<file path="config.mk">
export PLATFORM = sky130hd
export DESIGN_NAME = seg7_msg_scanner
export DESIGN_NICKNAME = d
export VERILOG_FILES = /design/src/rtl/seg7_msg_scanner.sv
export SDC_FILE = /design/constraint.sdc
export NUM_CORES = 1
export LEC_CHECK = 0
export BUFFER_PORTS_ARGS = -buffer_cell sky130_fd_sc_hd__buf_4
export CELL_PAD_IN_SITES_DETAIL_PLACEMENT = 1
export CELL_PAD_IN_SITES_GLOBAL_PLACEMENT = 2
export CORE_UTILIZATION = 40
export DETAILED_ROUTE_END_ITERATION = 12
export PLACE_DENSITY = 0.86
export SLEW_MARGIN = 5
export SYNTH_ARGS = -nofsm -noshare
export SYNTH_HDL_FRONTEND = slang
export SYNTH_SLANG_ARGS = --single-unit
</file>
<file path="constraint.sdc">
create_clock -name clk_50MHz -period 5.6 [get_ports clk_50MHz]
set_clock_uncertainty 0.1 [all_clocks]
set_input_delay 0.56 -clock clk_50MHz [delete_from_list [all_inputs] [get_ports clk_50MHz]]
set_output_delay 0.56 -clock clk_50MHz [all_outputs]
set_load 0.005 [all_outputs]
</file>
<file path="src/rtl/seg7_msg_scanner.sv">
// Multiplexed 7-segment scanner: status words or a user pattern buffer, with
// frame-synchronous message switching, Err blink and per-slot PWM brightness.
module seg7_msg_scanner #(
    parameter int NUM_DIGITS   = 4,
    parameter int DIGIT_TICKS  = 50000,
    parameter int BLINK_FRAMES = 125,
    parameter bit BLINK_EN     = 1'b1
) (
    input  logic                  clk_50MHz,
    input  logic                  reset_button_n,
    input  logic                  result_on,
    input  logic                  result_off,
    input  logic                  result_err,
    input  logic                  result_open,
    input  logic                  usr_mode,
    input  logic                  usr_we,
    input  logic [2:0]            usr_addr,
    input  logic [7:0]            usr_data,
    input  logic [2:0]            brightness,
    output logic [7:0]            seg,
    output logic [NUM_DIGITS-1:0] digit,
    output logic                  frame_tick
);

    localparam int CW = (DIGIT_TICKS > 1) ? $clog2(DIGIT_TICKS) : 1;
    localparam int IW = $clog2(NUM_DIGITS);
    localparam int BW = (BLINK_FRAMES > 1) ? $clog2(BLINK_FRAMES) : 1;

    localparam logic [2:0] MSG_BLANK = 3'd0;
    localparam logic [2:0] MSG_ON    = 3'd1;
    localparam logic [2:0] MSG_OFF   = 3'd2;
    localparam logic [2:0] MSG_ERR   = 3'd3;
    localparam logic [2:0] MSG_OPEN  = 3'd4;
    localparam logic [2:0] MSG_USER  = 3'd5;

    localparam logic [7:0] SEG_BLANK = 8'hFF;

    logic [CW-1:0] slot_cnt;
    logic [IW-1:0] digit_idx;
    logic [2:0]    active_msg;
    logic [2:0]    next_msg;
    logic          blink_off;
    logic [BW-1:0] blink_cnt;
    logic [2:0]    bright_q;
    logic [2:0]    bright_eff;
    logic [7:0]    user_buf [NUM_DIGITS];

    logic          slot_end;
    logic          frame_end;
    logic          lit;
    logic [31:0]   duty_limit;
    logic [31:0]   word;
    logic [1:0]    word_idx;
    logic [7:0]    glyph;

    always_comb begin
        slot_end  = (32'(slot_cnt) == DIGIT_TICKS - 1);
        frame_end = slot_end && (32'(digit_idx) == NUM_DIGITS - 1);

        if (result_err)       next_msg = MSG_ERR;
        else if (result_open) next_msg = MSG_OPEN;
        else if (result_off)  next_msg = MSG_OFF;
        else if (result_on)   next_msg = MSG_ON;
        else if (usr_mode)    next_msg = MSG_USER;
        else                  next_msg = MSG_BLANK;

        // The first tick of a slot uses the live input; later ticks use its latched copy.
        bright_eff = (slot_cnt == '0) ? brightness : bright_q;
        duty_limit = ((32'(bright_eff) + 32'd1) * 32'(DIGIT_TICKS)) >> 3;
        lit        = (32'(slot_cnt) < duty_limit);

        // Status words packed digit3..digit0, most significant byte first.
        case (active_msg)
            MSG_ON:   word = 32'hFF03D5FF;
            MSG_OFF:  word = 32'hFF037171;
            MSG_ERR:  word = 32'hFF61F5F5;
            MSG_OPEN: word = 32'h033161D5;
            default:  word = '1;
        endcase

        word_idx = digit_idx[1:0];
        glyph    = SEG_BLANK;
        if (active_msg == MSG_USER)
            glyph = user_buf[digit_idx];
        else if (32'(digit_idx) < 4)
            glyph = word[{word_idx, 3'b000} +: 8];
    end

    always_ff @(posedge clk_50MHz or negedge reset_button_n) begin
        if (!reset_button_n) begin
            slot_cnt   <= '0;
            digit_idx  <= '0;
            bright_q   <= '1;
            active_msg <= MSG_BLANK;
        end else begin
            if (slot_cnt == '0)
                bright_q <= brightness;
            if (slot_end) begin
                slot_cnt <= '0;
                if (32'(digit_idx) == NUM_DIGITS - 1)
                    digit_idx <= '0;
                else
                    digit_idx <= digit_idx + IW'(1);
            end else begin
                slot_cnt <= slot_cnt + CW'(1);
            end
            if (frame_end)
                active_msg <= next_msg;
        end
    end

    always_ff @(posedge clk_50MHz or negedge reset_button_n) begin
        if (!reset_button_n) begin
            blink_off <= 1'b0;
            blink_cnt <= '0;
        end else if (frame_end) begin
            if (BLINK_EN && active_msg == MSG_ERR && next_msg == MSG_ERR) begin
                if (32'(blink_cnt) == BLINK_FRAMES - 1) begin
                    blink_off <= ~blink_off;
                    blink_cnt <= '0;
                end else begin
                    blink_cnt <= blink_cnt + BW'(1);
                end
            end else begin
                blink_off <= 1'b0;
                blink_cnt <= '0;
            end
        end
    end

    always_ff @(posedge clk_50MHz or negedge reset_button_n) begin
        if (!reset_button_n) begin
            for (int unsigned i = 0; i < NUM_DIGITS; i++)
                user_buf[i] <= SEG_BLANK;
        end else if (usr_we && (32'(usr_addr) < NUM_DIGITS)) begin
            user_buf[usr_addr[IW-1:0]] <= usr_data;
        end
    end

    always_ff @(posedge clk_50MHz or negedge reset_button_n) begin
        if (!reset_button_n) begin
            seg        <= SEG_BLANK;
            digit      <= '0;
            frame_tick <= 1'b0;
        end else begin
            seg        <= (lit && !blink_off) ? glyph : SEG_BLANK;
            digit      <= lit ? (NUM_DIGITS'(1) << digit_idx) : '0;
            frame_tick <= frame_end;
        end
    end

endmodule

</file>
# [Word level (Yosys, flattened, before mapping)]
# Cells that the tools add are included.
[totals] reg_bits=77 inputBits=22 out_inout_bits=13 word_cells=68
[op_classes] n_addsub=4 mul=1 order_cmp=5 n_eq_ne=10 shift=2 mux=22 bitwise_logic=3 n_reduce_logical=8
[ops] cell="$pmux W32 S4" n=1
[ops] cell="$mux W8" n=5
[ops] cell="$bwmux W32" n=1
[ops] cell="$shiftx A32 B6 Y8" n=1
[ops] cell="$mux W3" n=6
[ops] cell="$lt A16 B17 Y1" n=1
[ops] cell="$add A16 B1 Y16 const B" n=1
[ops] cell="$bmux W8 S2" n=1
[ops] cell="$demux W8 S2" n=1
[ops] cell="$eq A16 B16 Y1 const B" n=1
[ops] cell="$logic_not A16 Y1" n=1
[ops] cell="$mul A4 B12 Y16 const B" n=1
[ops] cell="$mux W16" n=1
[ops] cell="$mux W7" n=2
[ops] cell="$eq A3 B2 Y1 const B" n=3
[ops] cell="$add A7 B1 Y7 const B" n=1
[ops] cell="$eq A7 B7 Y1 const B" n=1
[ops] cell="$eq A3 B3 Y1 const B" n=2
[ops] cell="$ge A3 B3 Y1 const B" n=2
[ops] cell="$not A2 Y3" n=2
[ops] cell="$logic_and A1 B1 Y1" n=5
[ops] cell="$add A3 B1 Y4 const B" n=1
[ops] cell="$mux W4" n=1
[ops] cell="$shl A1 B2 Y4 const A" n=1
[ops] cell="11 further kinds" n=12

# [Depth between registers and ports, before layout]
# Gate-level depths: netlist of the first run.
[depth] word_depth=9 depth_mapped=24 mapped_depth_nobuf=23

# [Worst setup path before layout of the first run]
# Ideal clock, no wire load.
[synth_timing] kind="register to register" from="register slot_cnt[0]" to="register digit[1]" setup_time_ns=0.119 t_arrival_ns=4.702 required_time_ns=5.381 slack_ns=0.679 path_stages_with_launch=24 path_buffers=1 cell_sequence="dfrtp_1 -> inv_1 -> ha_1 -> nor4b_2 -> nand4_2 -> mux2i_2 -> inv_1 -> ha_1 -> xnor2_1 -> ha_1 -> ha_1 -> ha_1 -> a21o_1 -> a21oi_1 -> o21ai_0 -> xnor2_1 -> ha_1 -> nand3_1 -> nor2_1 -> nand2_1 -> a211oi_1 -> nor2_2 -> buf_6 -> o21a_1"
[synth_between] elab_chain_cells=6
[synth_rtl] item="start: declaration" line_no="38" text="logic [CW-1:0] slot_cnt;"
[synth_rtl] item="start signal: assignment" line_no="105" text="slot_cnt <= slot_cnt + CW'(1);"
[synth_rtl] item="$logic_not A16 Y1" line_no="68" text="bright_eff = (slot_cnt == '0) ? brightness : bright_q;"
[synth_rtl] item="$mux W3"
[synth_rtl] item="named net bright_eff[0]" line_no="45" text="logic [2:0] bright_eff;"
[synth_rtl] item="$add A3 B1 Y4" line_no="69" text="duty_limit = ((32'(bright_eff) + 32'd1) * 32'(DIGIT_TICKS)) >> 3;"
[synth_rtl] item="$mul A4 B12 Y16" line_no="69"
[synth_rtl] item="$lt A16 B17 Y1" line_no="70" text="lit = (32'(slot_cnt) < duty_limit);"
[synth_rtl] item="$mux W4" line_no="147" text="digit <= lit ? (NUM_DIGITS'(1) << digit_idx) : '0;"
[synth_rtl] item="end signal: assignment" line_no="147"
[synth_rtl] item="end: declaration" line_no="21" text="output logic [NUM_DIGITS-1:0] digit,"
# The timed path passes the listed nets, and every way through them passes these cells.
# A chain may end at the register's enable or synchronous reset.

# [Final worst setup path of the first run]
[layout_timing] from="register slot_cnt[7]" to="register seg[7]"
[layout_between] elab_chain_cells=7
[layout_rtl] item="$logic_not A16 Y1" line_no="68"
[layout_rtl] item="$mux W3"
[layout_rtl] item="named net bright_eff[1]" line_no="45"
[layout_rtl] item="$add A3 B1 Y4" line_no="69"
[layout_rtl] item="$mul A4 B12 Y16" line_no="69"
[layout_rtl] item="$lt A16 B17 Y1" line_no="70"
[layout_rtl] item="$logic_and A1 B1 Y1" line_no="146" text="seg <= (lit && !blink_off) ? glyph : SEG_BLANK;"
[layout_rtl] item="$mux W8" line_no="146"
[layout_rtl] item="end signal: assignment" line_no="146"
[layout_rtl] item="end: declaration" line_no="20" text="output logic [7:0] seg,"
# The timed path passes the listed nets, and every way through them passes these cells.

==> flow_summary.ini, run 1 <==
[die]
die-area_um2 = 11900
die_w_um = 109
rows = 38
ioPinCount = 35
initial_utilization_pct = 41.7
core_area_um2 = 11000
die_h_um = 109

[global_route]
grt_pass1_vias = 3646
grt_max_degree = 78
grt.total_usage_pct = 20.7
antenna_found_initial = 0
grt_overflow = 0
grt_pass1_wl_um = 18700

[cts]
cts_root_buf = clkbuf_16
cts.sinks = 77
clockBufferDepth = 2
clock_latency_ns = 0.34
cts_max_level = 3
cts_tree = built
clk_pin_slew_ns = 0.07
cts_buffers = 9

[place]
port_buffers = 34
gp_congestion = 0.828
dp_hpwl_um = 8120
placed_cell_area_um2 = 5030
dpl_worst_slack_ns = -0.0207

[route]
drc = 0
drt-total-wl_um = 11300
num_vias = 3391
drt-initial-drc-count = 135
via_per_inst = 5.56
ant_nets = 0
post_drt_wl_per_cell_um = 18.5
first_pass_iters = 4

[sta]
fin_ws_ns = 0.260
hold_violations = 0
fin_crit_ns = 5.34
fmax_ghz = 0.187
setup_viol = 0
finalMaxSlewViolations = 0
slew-limit-headroom_pct = 34.6
worst_slew_pin_slew_ns = 0.981
layout_worst_path_cycle_share_pct = 95.4

[setup_path]
crit_type = flop to flop
worstPathArrival_ns = 5.49
cp-start-kind = flop
path_max_fanout = 12
end_kind = flop
worst_ep_required_time_ns = 5.75

[cells_and_area]
num_antenna_cells = 0
finalNetCount = 526
fillers = 1219
drive_above_1_share_pct = 33.2
area_growth_syn_to_layout_pct = 16.9
fin_area_um2 = 5380

[synthesis]
synth_compound_area_share_pct = 11.0
ys_top_cells_by_count = dfstp_2, ha_1, dfrtp_1, mux2_2, o21ai_0
synth_fa_ha_area_share_pct = 10.6
postSynthAreaPerCell_um2 = 10.8
synth_xor_area_share_pct = 5.49
ys_seq_area_share_pct = 43.0
muxShareOfSynthArea_pct = 12.9
netlist_top_cells_area = dfstp_2, dfrtp_1, ha_1
yosys.area.top_type = dfstp_2
netlist_instances = 425
ys_seq_elements = 77
synth.top_cell.area_share_pct = 24.6
yosysWarnings = 0
yosysUniqueCellTypes = 54
synth_top_family_by_area = simple AND/OR/NAND/NOR gates
postSynthNetCount = 486
synth_edf_count = 0
netlist_area_um2 = 4600
yosysMostFrequentCell = dfstp_2
synthSimpleGateAreaFrac_pct = 14.1
ys.flop_type = dfstp_2
async_reset_ff_share_pct = 100

[power_and_ir_drop]
p_leak_nw = 2.35
finalPower_mw = 1.49
vdd.ir_drop.worst_v = 0.000126
p_per_area_nw_per_um2 = 277

[run]
cap_violations = 0

[worst_hold_path]
hp-class = input pin to async pin

[run_status]
outcome = finished clean
where the power goes:
group / switching (mW) / total [mW] / internal, mW
sequential: 0.0309 / 0.686 / 0.655
combinational: 0.116 / 0.241 / 0.125
clock: 0.255 / 0.561 / 0.306
total: 0.401 / 1.49 / 1.09
logic make-up after synthesis:
family | after synthesis
muxes | 47
adders and majority gates | 39
DFF | 77
buffers and inverters | 32
xor gates and xnor gates | 27
AOI/OAI and AO/OA | 83
and+or+nand+nor | 120
placed cells by master (no fill, tap or decap), types with 2 or more instances in the layout:
master,Yosys,final
a211oi_1,5,4
nand3_1,15,15
a21o_1,5,5
and4_1,2,2
o21ai_0,29,28
xor2_1,11,10
inv_6,0,2
o31ai_1,3,3
a31oi_1,5,5
nand4_1,3,3
nor3b_1,2,2
nor2b_1,5,5
nor3_1,13,13
mux2_2,34,33
inv_4,0,2
o21ai_1,2,3
a21oi_1,17,16
nand2_1,28,28
inv_1,15,15
mux2i_1,6,6
and2_1,5,5
o21bai_1,2,2
nor4_1,3,3
buf_4,0,44
nor4bb_1,2,2
and3_1,5,5
o21a_1,5,5
ha_1,39,39
nor2_1,24,24
xnor2_1,15,15
dfstp_2,43,43
a221oi_1,2,2
clkbuf_16,0,9
mux4_2,6,6
nand2b_1,4,4
dfrtp_1,34,34
metal layers:
layer  vias to the layer above  share of wire [%]  track usage (%)
li1                       1623                  -                -
met1                      1717                 46             27.0
met2                        36                 50             34.6
met3                        15                2.1             3.23
met4                         0                1.6             7.24
met5                         -                  0                0
through the flow:
step	hold slack, ns	std cells	setup TNS [ns]	util, %
after floorplan	0.164	425	0	-
after global placement	0.345	592	0	45.6
after detailed placement	0.367	592	-0.0569	45.6
after CTS	0.306	609	0	48.3
after global routing	0.359	610	-0.212	48.8
final	0.288	610	0	48.8
layout make-up:
type | instances | area (µm²) | share of cell area (%)
clock buffer | 9 | 225 | 4.19
tap | 140 | 175 | 3.26
sequential | 77 | 1980 | 36.8
inverter | 16 | 60.1 | 1.12
timing repair buffer | 45 | 350 | 6.51
multi-input combinational | 316 | 2530 | 47.1
clock inverter | 7 | 53.8 | 1.00
sequential cells by signal (all words and copies together), names as in the netlist:
| signal | flops |
|---|---|
| bright_q | 3 |
| blink_off | 1 |
| frame_tick | 1 |
| digit_idx | 2 |
| active_msg | 3 |
| blink_cnt | 7 |
| user_buf | 32 |
| slot_cnt | 16 |
| seg | 8 |
| digit | 4 |
critical path, cell delays in order (launching register included):
cell      delay (ns)
dfrtp_1         0.48
nor3_1          0.40
nand4_4         0.26
mux2_4          0.39
ha_1            0.34
inv_1           0.08
ha_1            0.32
ha_1            0.30
ha_1            0.36
a21oi_1         0.14
o21ai_0         0.13
a21o_1          0.23
a21oi_2         0.20
xor2_2          0.22
ha_1            0.29
a21oi_1         0.17
o21ai_1         0.12
a211oi_1        0.22
o21ai_0         0.13
nor2_2          0.16
buf_12          0.14
o21ai_0         0.08
worst paths after layout:
| kind | slack [ns] | cells after the start | from | endpoint |
|---|---|---|---|---|
| worst max-delay path | 0.26 | 21 | slot_cnt[7]$_DFF_PN0_ | seg[7]$_DFF_PN1_ |
| worst min-delay path | 0.29 | 1 | reset_button_n | active_msg[2]$_DFFE_PN0P_ |
| worst max register to register | 0.26 | 21 | slot_cnt[7]$_DFF_PN0_ | seg[7]$_DFF_PN1_ |
| worst min register to register | 0.37 | 1 | slot_cnt[0]$_DFF_PN0_ | slot_cnt[0]$_DFF_PN0_ |
| max in group asynchronous | 4.49 | 1 | reset_button_n | slot_cnt[2]$_DFF_PN0_ |
| min in group clk_50MHz | 0.35 | 3 | usr_data[1] | user_buf[9]$_DFFE_PN1P_ |
what timing repair did:
action,CTS,global route
hold buffers,0,0
endpoints found under the setup margin,12,12
pin swaps,1,2
resized for setup,0,8
cloned,0,0
buffers inserted,1,1
Note: power is estimated with default switching activity, not from simulation.
==> run 2: changes to the inputs <==
--- a/config.mk
+++ b/config.mk
@@ -11,6 +11,7 @@
 export CORE_UTILIZATION = 40
 export DETAILED_ROUTE_END_ITERATION = 12
 export PLACE_DENSITY = 0.86
+export SETUP_SLACK_MARGIN = 0.3
 export SLEW_MARGIN = 5
 export SYNTH_ARGS = -nofsm -noshare
 export SYNTH_HDL_FRONTEND = slang
==> flow_summary.ini, run 2 (synthesis results as in run 1) <==
[power_and_ir_drop]
finalPower_mw = 1.51
p_leak_nw = 2.38
p_per_area_nw_per_um2 = 275
vdd.ir_drop.worst_v = 0.000127

[sta]
worst_slew_pin_slew_ns = 0.948
fin_ws_ns = 0.547
fmax_ghz = 0.198
rsz0062_at_grt = no
setup_viol = 0
finalMaxSlewViolations = 0
layout_worst_path_cycle_share_pct = 90.2
hold_violations = 0
slew-limit-headroom_pct = 35.2
fin_crit_ns = 5.05

[worst_hold_path]
hp-class = input pin to async pin

[cells_and_area]
num_antenna_cells = 0
final_cell_mix = buf_4, dfstp_2, ha_1, dfrtp_1, mux2_2
area_growth_syn_to_layout_pct = 19.0
drive_above_1_share_pct = 35.1
regMostFlops = user_buf
finalNetCount = 529
top_regs = user_buf: 32 flops, slot_cnt: 16 flops, seg: 8 flops
stdcell_count = 613
largest_register_ffs = 32
layout_commonest_cell = buf_4

[route]
via_per_inst = 5.57
num_vias = 3413
first_pass_iters = 4
drt-initial-drc-count = 135
ant_nets = 0
drc = 0
post_drt_wl_per_cell_um = 18.8
drt-total-wl_um = 11500

[die]
die_h_um = 109
initial_utilization_pct = 41.7
die-area_um2 = 11900
ioPinCount = 35
rows = 38
core_area_um2 = 11000
die_w_um = 109

[place]
dp.cells = 592
dp_hpwl_um = 8120
dpl_worst_slack_ns = -0.0207
port_buffers = 34
gp_congestion = 0.828

[cts]
cts_root_buf = clkbuf_16
cts_tree = built
cts_buffers = 9
clock_latency_ns = 0.34
cts_max_level = 3
clockBufferDepth = 2
cts.sinks = 77
clk_pin_slew_ns = 0.07

[setup_path]
worstPathArrival_ns = 5.21
path_max_fanout = 12
cp-start-kind = flop
crit_type = flop to flop
end_kind = flop
worst_ep_required_time_ns = 5.75

[global_route]
grt.total_usage_pct = 20.9
grt_overflow = 0
antenna_found_initial = 0
grt_pass1_vias = 3627
grt_pass1_wl_um = 18800
grt_max_degree = 78

[run]
cap_violations = 0

[run_status]
outcome = finished clean
run 2: cell types whose count changed in the layout (fill, tap and decap cells not counted), sizes merged:
cell,before,now
buf,45,48
run 2: area by class of cell:
class                           instances  area (µm²)
Clock buffer                            9         225
Clock inverter                          7        53.8
Fill cell                            1212        5560
Inverter                               16        60.1
Multi-Input combinational cell        316        2610
Sequential cell                        77        1980
Tap cell                              140         175
Timing Repair Buffer                   48         373
run 2: worst paths after layout:
check	startpoint	endpoint	slack (ns)	cells past startpoint
setup / recovery	slot_cnt[10]$_DFF_PN0_	seg[7]$_DFF_PN1_	0.55	21
hold / removal	reset_button_n	active_msg[2]$_DFFE_PN0P_	0.28	1
setup reg to reg	slot_cnt[10]$_DFF_PN0_	seg[7]$_DFF_PN1_	0.55	21
min in group clk_50MHz	usr_data[1]	user_buf[9]$_DFFE_PN1P_	0.35	3
hold reg to reg	slot_cnt[0]$_DFF_PN0_	slot_cnt[0]$_DFF_PN0_	0.37	1
max in group asynchronous	reset_button_n	slot_cnt[2]$_DFF_PN0_	4.51	1
run 2: per-stage QoR:
stage | TNS (ns) | hold slack, ns | utilization [%] | instance area, µm²
6_report | 0 | 0.279 | 49.6 | 5480
2_1_floorplan | 0 | 0.164 | - | 4600
3_5_place_dp | -0.0569 | 0.367 | 45.6 | 5030
3_3_place_gp | 0 | 0.345 | 45.6 | 5030
4_1_cts | 0 | 0.306 | 48.8 | 5380
5_1_grt | 0 | 0.359 | 49.6 | 5480
run 2: power by group:
group / internal, mW / leakage [nW] / switching (mW) / total (mW)
combinational: 0.136 / 1.35 / 0.122 / 0.257
sequential: 0.655 / 0.886 / 0.0312 / 0.686
clock: 0.306 / 0.139 / 0.256 / 0.562
total: 1.10 / 2.38 / 0.409 / 1.51
run 2: timing repair:
| item | 4_1_cts | 5_1_grt |
|---|---|---|
| buffers inserted | 3 | 2 |
| pin swaps | 3 | 5 |
| gates resized for setup | 5 | 15 |
| setup endpoints to repair | 12 | 12 |
| hold buffers | 0 | 0 |
run 2: per-layer routing:
| layer | wire, µm | part of all wire (%) | track usage [%] | up-vias |
|---|---|---|---|---|
| li1 | - | - | - | 1629 |
| met2 | 5810 | 50 | 35.2 | 34 |
| met5 | 0 | 0 | 0 | - |
| met4 | 127 | 1.1 | 6.67 | 0 |
| met1 | 5380 | 47 | 27.5 | 1739 |
| met3 | 214 | 1.9 | 3.05 | 11 |
run 2: worst max-delay path: stages (launching register included):
cell and delay [ns]:
dfrtp_1 0.47, nor4_4 0.42, nand4_4 0.21, mux2_2 0.33
inv_1 0.07, nor3_1 0.32, ha_1 0.35, ha_1 0.26
ha_1 0.23, a21oi_1 0.18, o21ai_1 0.11, a21o_1 0.22
a21oi_2 0.20, xor2_2 0.26, ha_4 0.25, a21oi_2 0.13
o21ai_1 0.11, a211oi_1 0.22, o21ai_0 0.14, nor2_2 0.14
buf_12 0.14, o21ai_0 0.09
==> run 3: changes to the inputs <==
--- a/config.mk
+++ b/config.mk
@@ -6,7 +6,7 @@
 export NUM_CORES = 1
 export LEC_CHECK = 0
 export BUFFER_PORTS_ARGS = -buffer_cell sky130_fd_sc_hd__buf_4
-export CELL_PAD_IN_SITES_DETAIL_PLACEMENT = 1
+export CELL_PAD_IN_SITES_DETAIL_PLACEMENT = 0
 export CELL_PAD_IN_SITES_GLOBAL_PLACEMENT = 2
 export CORE_UTILIZATION = 40
 export DETAILED_ROUTE_END_ITERATION = 12
==> flow_summary.ini, run 3 (synthesis results as in run 1) <==
[run_status]
outcome = finished clean

[sta]
worst_slew_pin_slew_ns = 1.01
hold_violations = 0
rsz0062_at_grt = no
fin_ws_ns = 0.565
fmax_ghz = 0.199
layout_worst_path_cycle_share_pct = 89.9
slew-limit-headroom_pct = 32.8
finalMaxSlewViolations = 0
setup_viol = 0
setup_tns_ns = 0
fin_crit_ns = 5.03

[cells_and_area]
multi_input_comb_area_um2 = 2560
layout_commonest_cell = buf_4
area_growth_syn_to_layout_pct = 17.7
final_cell_mix = buf_4, dfstp_2, ha_1
regMostFlops = user_buf
fin_util_pct = 49.1
top_regs = user_buf: 32 flops, slot_cnt: 16 flops, seg: 8 flops
fin_area_um2 = 5420
largest_register_ffs = 32
fillers = 1030
ff_latch_area_um2 = 1980
num_antenna_cells = 0
drive_above_1_share_pct = 33.6
finalNetCount = 527

[power_and_ir_drop]
p_int_mw = 1.11
combPwrFrac_pct = 16.0
power_frac_seq_pct = 46.1
p_leak_nw = 2.36
swShare_pct = 25.1
p_per_area_nw_per_um2 = 274
power_switching_mw = 0.373
finalPower_mw = 1.48
clockPowerShare_pct = 37.8
vdd.ir_drop.worst_v = 0.000142

[place]
dpl_worst_slack_ns = 0.119
placed_cell_area_um2 = 5030
gp_congestion = 0.828
dp_hpwl_um = 7110
port_buffers = 34

[die]
die_h_um = 109
initial_utilization_pct = 41.7
die_w_um = 109
rows = 38
ioPinCount = 35
core_area_um2 = 11000
die-area_um2 = 11900

[global_route]
grt_overflow = 0
antenna_found_initial = 0
grt.total_usage_pct = 18.5
grt_pass1_vias = 3335
grt_max_degree = 78
grt_pass1_wl_um = 16800

[route]
drt-initial-drc-count = 170
post_drt_wl_per_cell_um = 16.3
via_per_inst = 5.35
num_vias = 3263
first_pass_iters = 5
drt-total-wl_um = 9930
drc = 0
ant_nets = 0

[setup_path]
r2r_start = slot_cnt[0]$_DFF_PN0_
path_max_fanout = 12
crit_start = slot_cnt[0]$_DFF_PN0_
worstPathArrival_ns = 5.15
cp-start-kind = flop
worst_ep_required_time_ns = 5.72
end_kind = flop
crit_type = flop to flop

[cts]
cts_buffers = 9
cts.sinks = 77
cts_max_level = 3
cts_root_buf = clkbuf_16
clock_latency_ns = 0.34
clockBufferDepth = 2
cts_tree = built
clk_pin_slew_ns = 0.06

[run]
cap_violations = 0

[worst_hold_path]
hp-class = input pin to async pin
run 3: worst max-delay path, cell delays in order, from the launching register on:
cell and delay [ns]:
dfrtp_1 0.40, inv_1 0.09, ha_1 0.15, nor4b_4 0.25, nand4_4 0.21, mux2i_4 0.27, inv_1 0.12, ha_1 0.28
xnor2_2 0.22, ha_1 0.26, ha_1 0.36, ha_1 0.38, a21o_1 0.20, a21oi_2 0.18, o21ai_0 0.13, xnor2_1 0.14
ha_1 0.30, nand3_1 0.09, nor2_1 0.12, nand2_1 0.07, a211oi_2 0.18, nor2_2 0.08, buf_12 0.14, o21a_1 0.18
run 3: metal layers:
| metal | vias to the layer above | global-route usage [%] | share of wire [%] |
|---|---|---|---|
| met5 | - | 0 | 0 |
| met1 | 1598 | 25.8 | 49 |
| met3 | 8 | 3.41 | 2.7 |
| met4 | 0 | 5.71 | 0.95 |
| li1 | 1621 | - | - |
| met2 | 36 | 29.1 | 47 |
run 3: what timing repair did:
action | CTS | global route
resized for setup | 1 | 11
setup buffers | 3 | 0
hold buffers | 0 | 0
pin swaps | 2 | 4
gates cloned | 0 | 0
setup endpoints to repair | 12 | 12
run 3: final cells by class:
cell class,instances,share of cell area (%)
Clock buffer,11,4.69
Clock inverter,4,0.578
Inverter,16,1.11
Timing Repair Buffer,46,6.61
Sequential cell,77,36.6
Tap cell,140,3.23
Multi-Input combinational cell,316,47.2
run 3: final timing paths:
check | endpoint | slack, ns | cells after the start
worst max-delay path | digit[0]$_DFF_PN0_ | 0.57 | 23
worst min-delay path | digit_idx[1]$_DFFE_PN0N_ | 0.28 | 1
worst max register to register | digit[0]$_DFF_PN0_ | 0.57 | 23
worst min register to register | slot_cnt[0]$_DFF_PN0_ | 0.37 | 1
max in group asynchronous | slot_cnt[6]$_DFF_PN0_ | 4.51 | 1
min in group clk_50MHz | user_buf[9]$_DFFE_PN1P_ | 0.36 | 3
run 3: stage by stage:
stage	hold slack (ns)	instances
floorplan	0.164	425
global placement	0.345	592
detailed placement	0.372	592
CTS	0.321	610
global route	0.362	610
finish	0.281	610
run 3: power by group through the flow:
stage | Combinational [mW] | Sequential [mW] | Clock, mW
global placement | 0.227 | 0.689 | 0
finish | 0.238 | 0.684 | 0.561
floorplan | 0.163 | 0.682 | 0
detailed placement | 0.232 | 0.694 | 0
global route | 0.266 | 0.694 | 0.603
CTS | 0.235 | 0.684 | 0.579
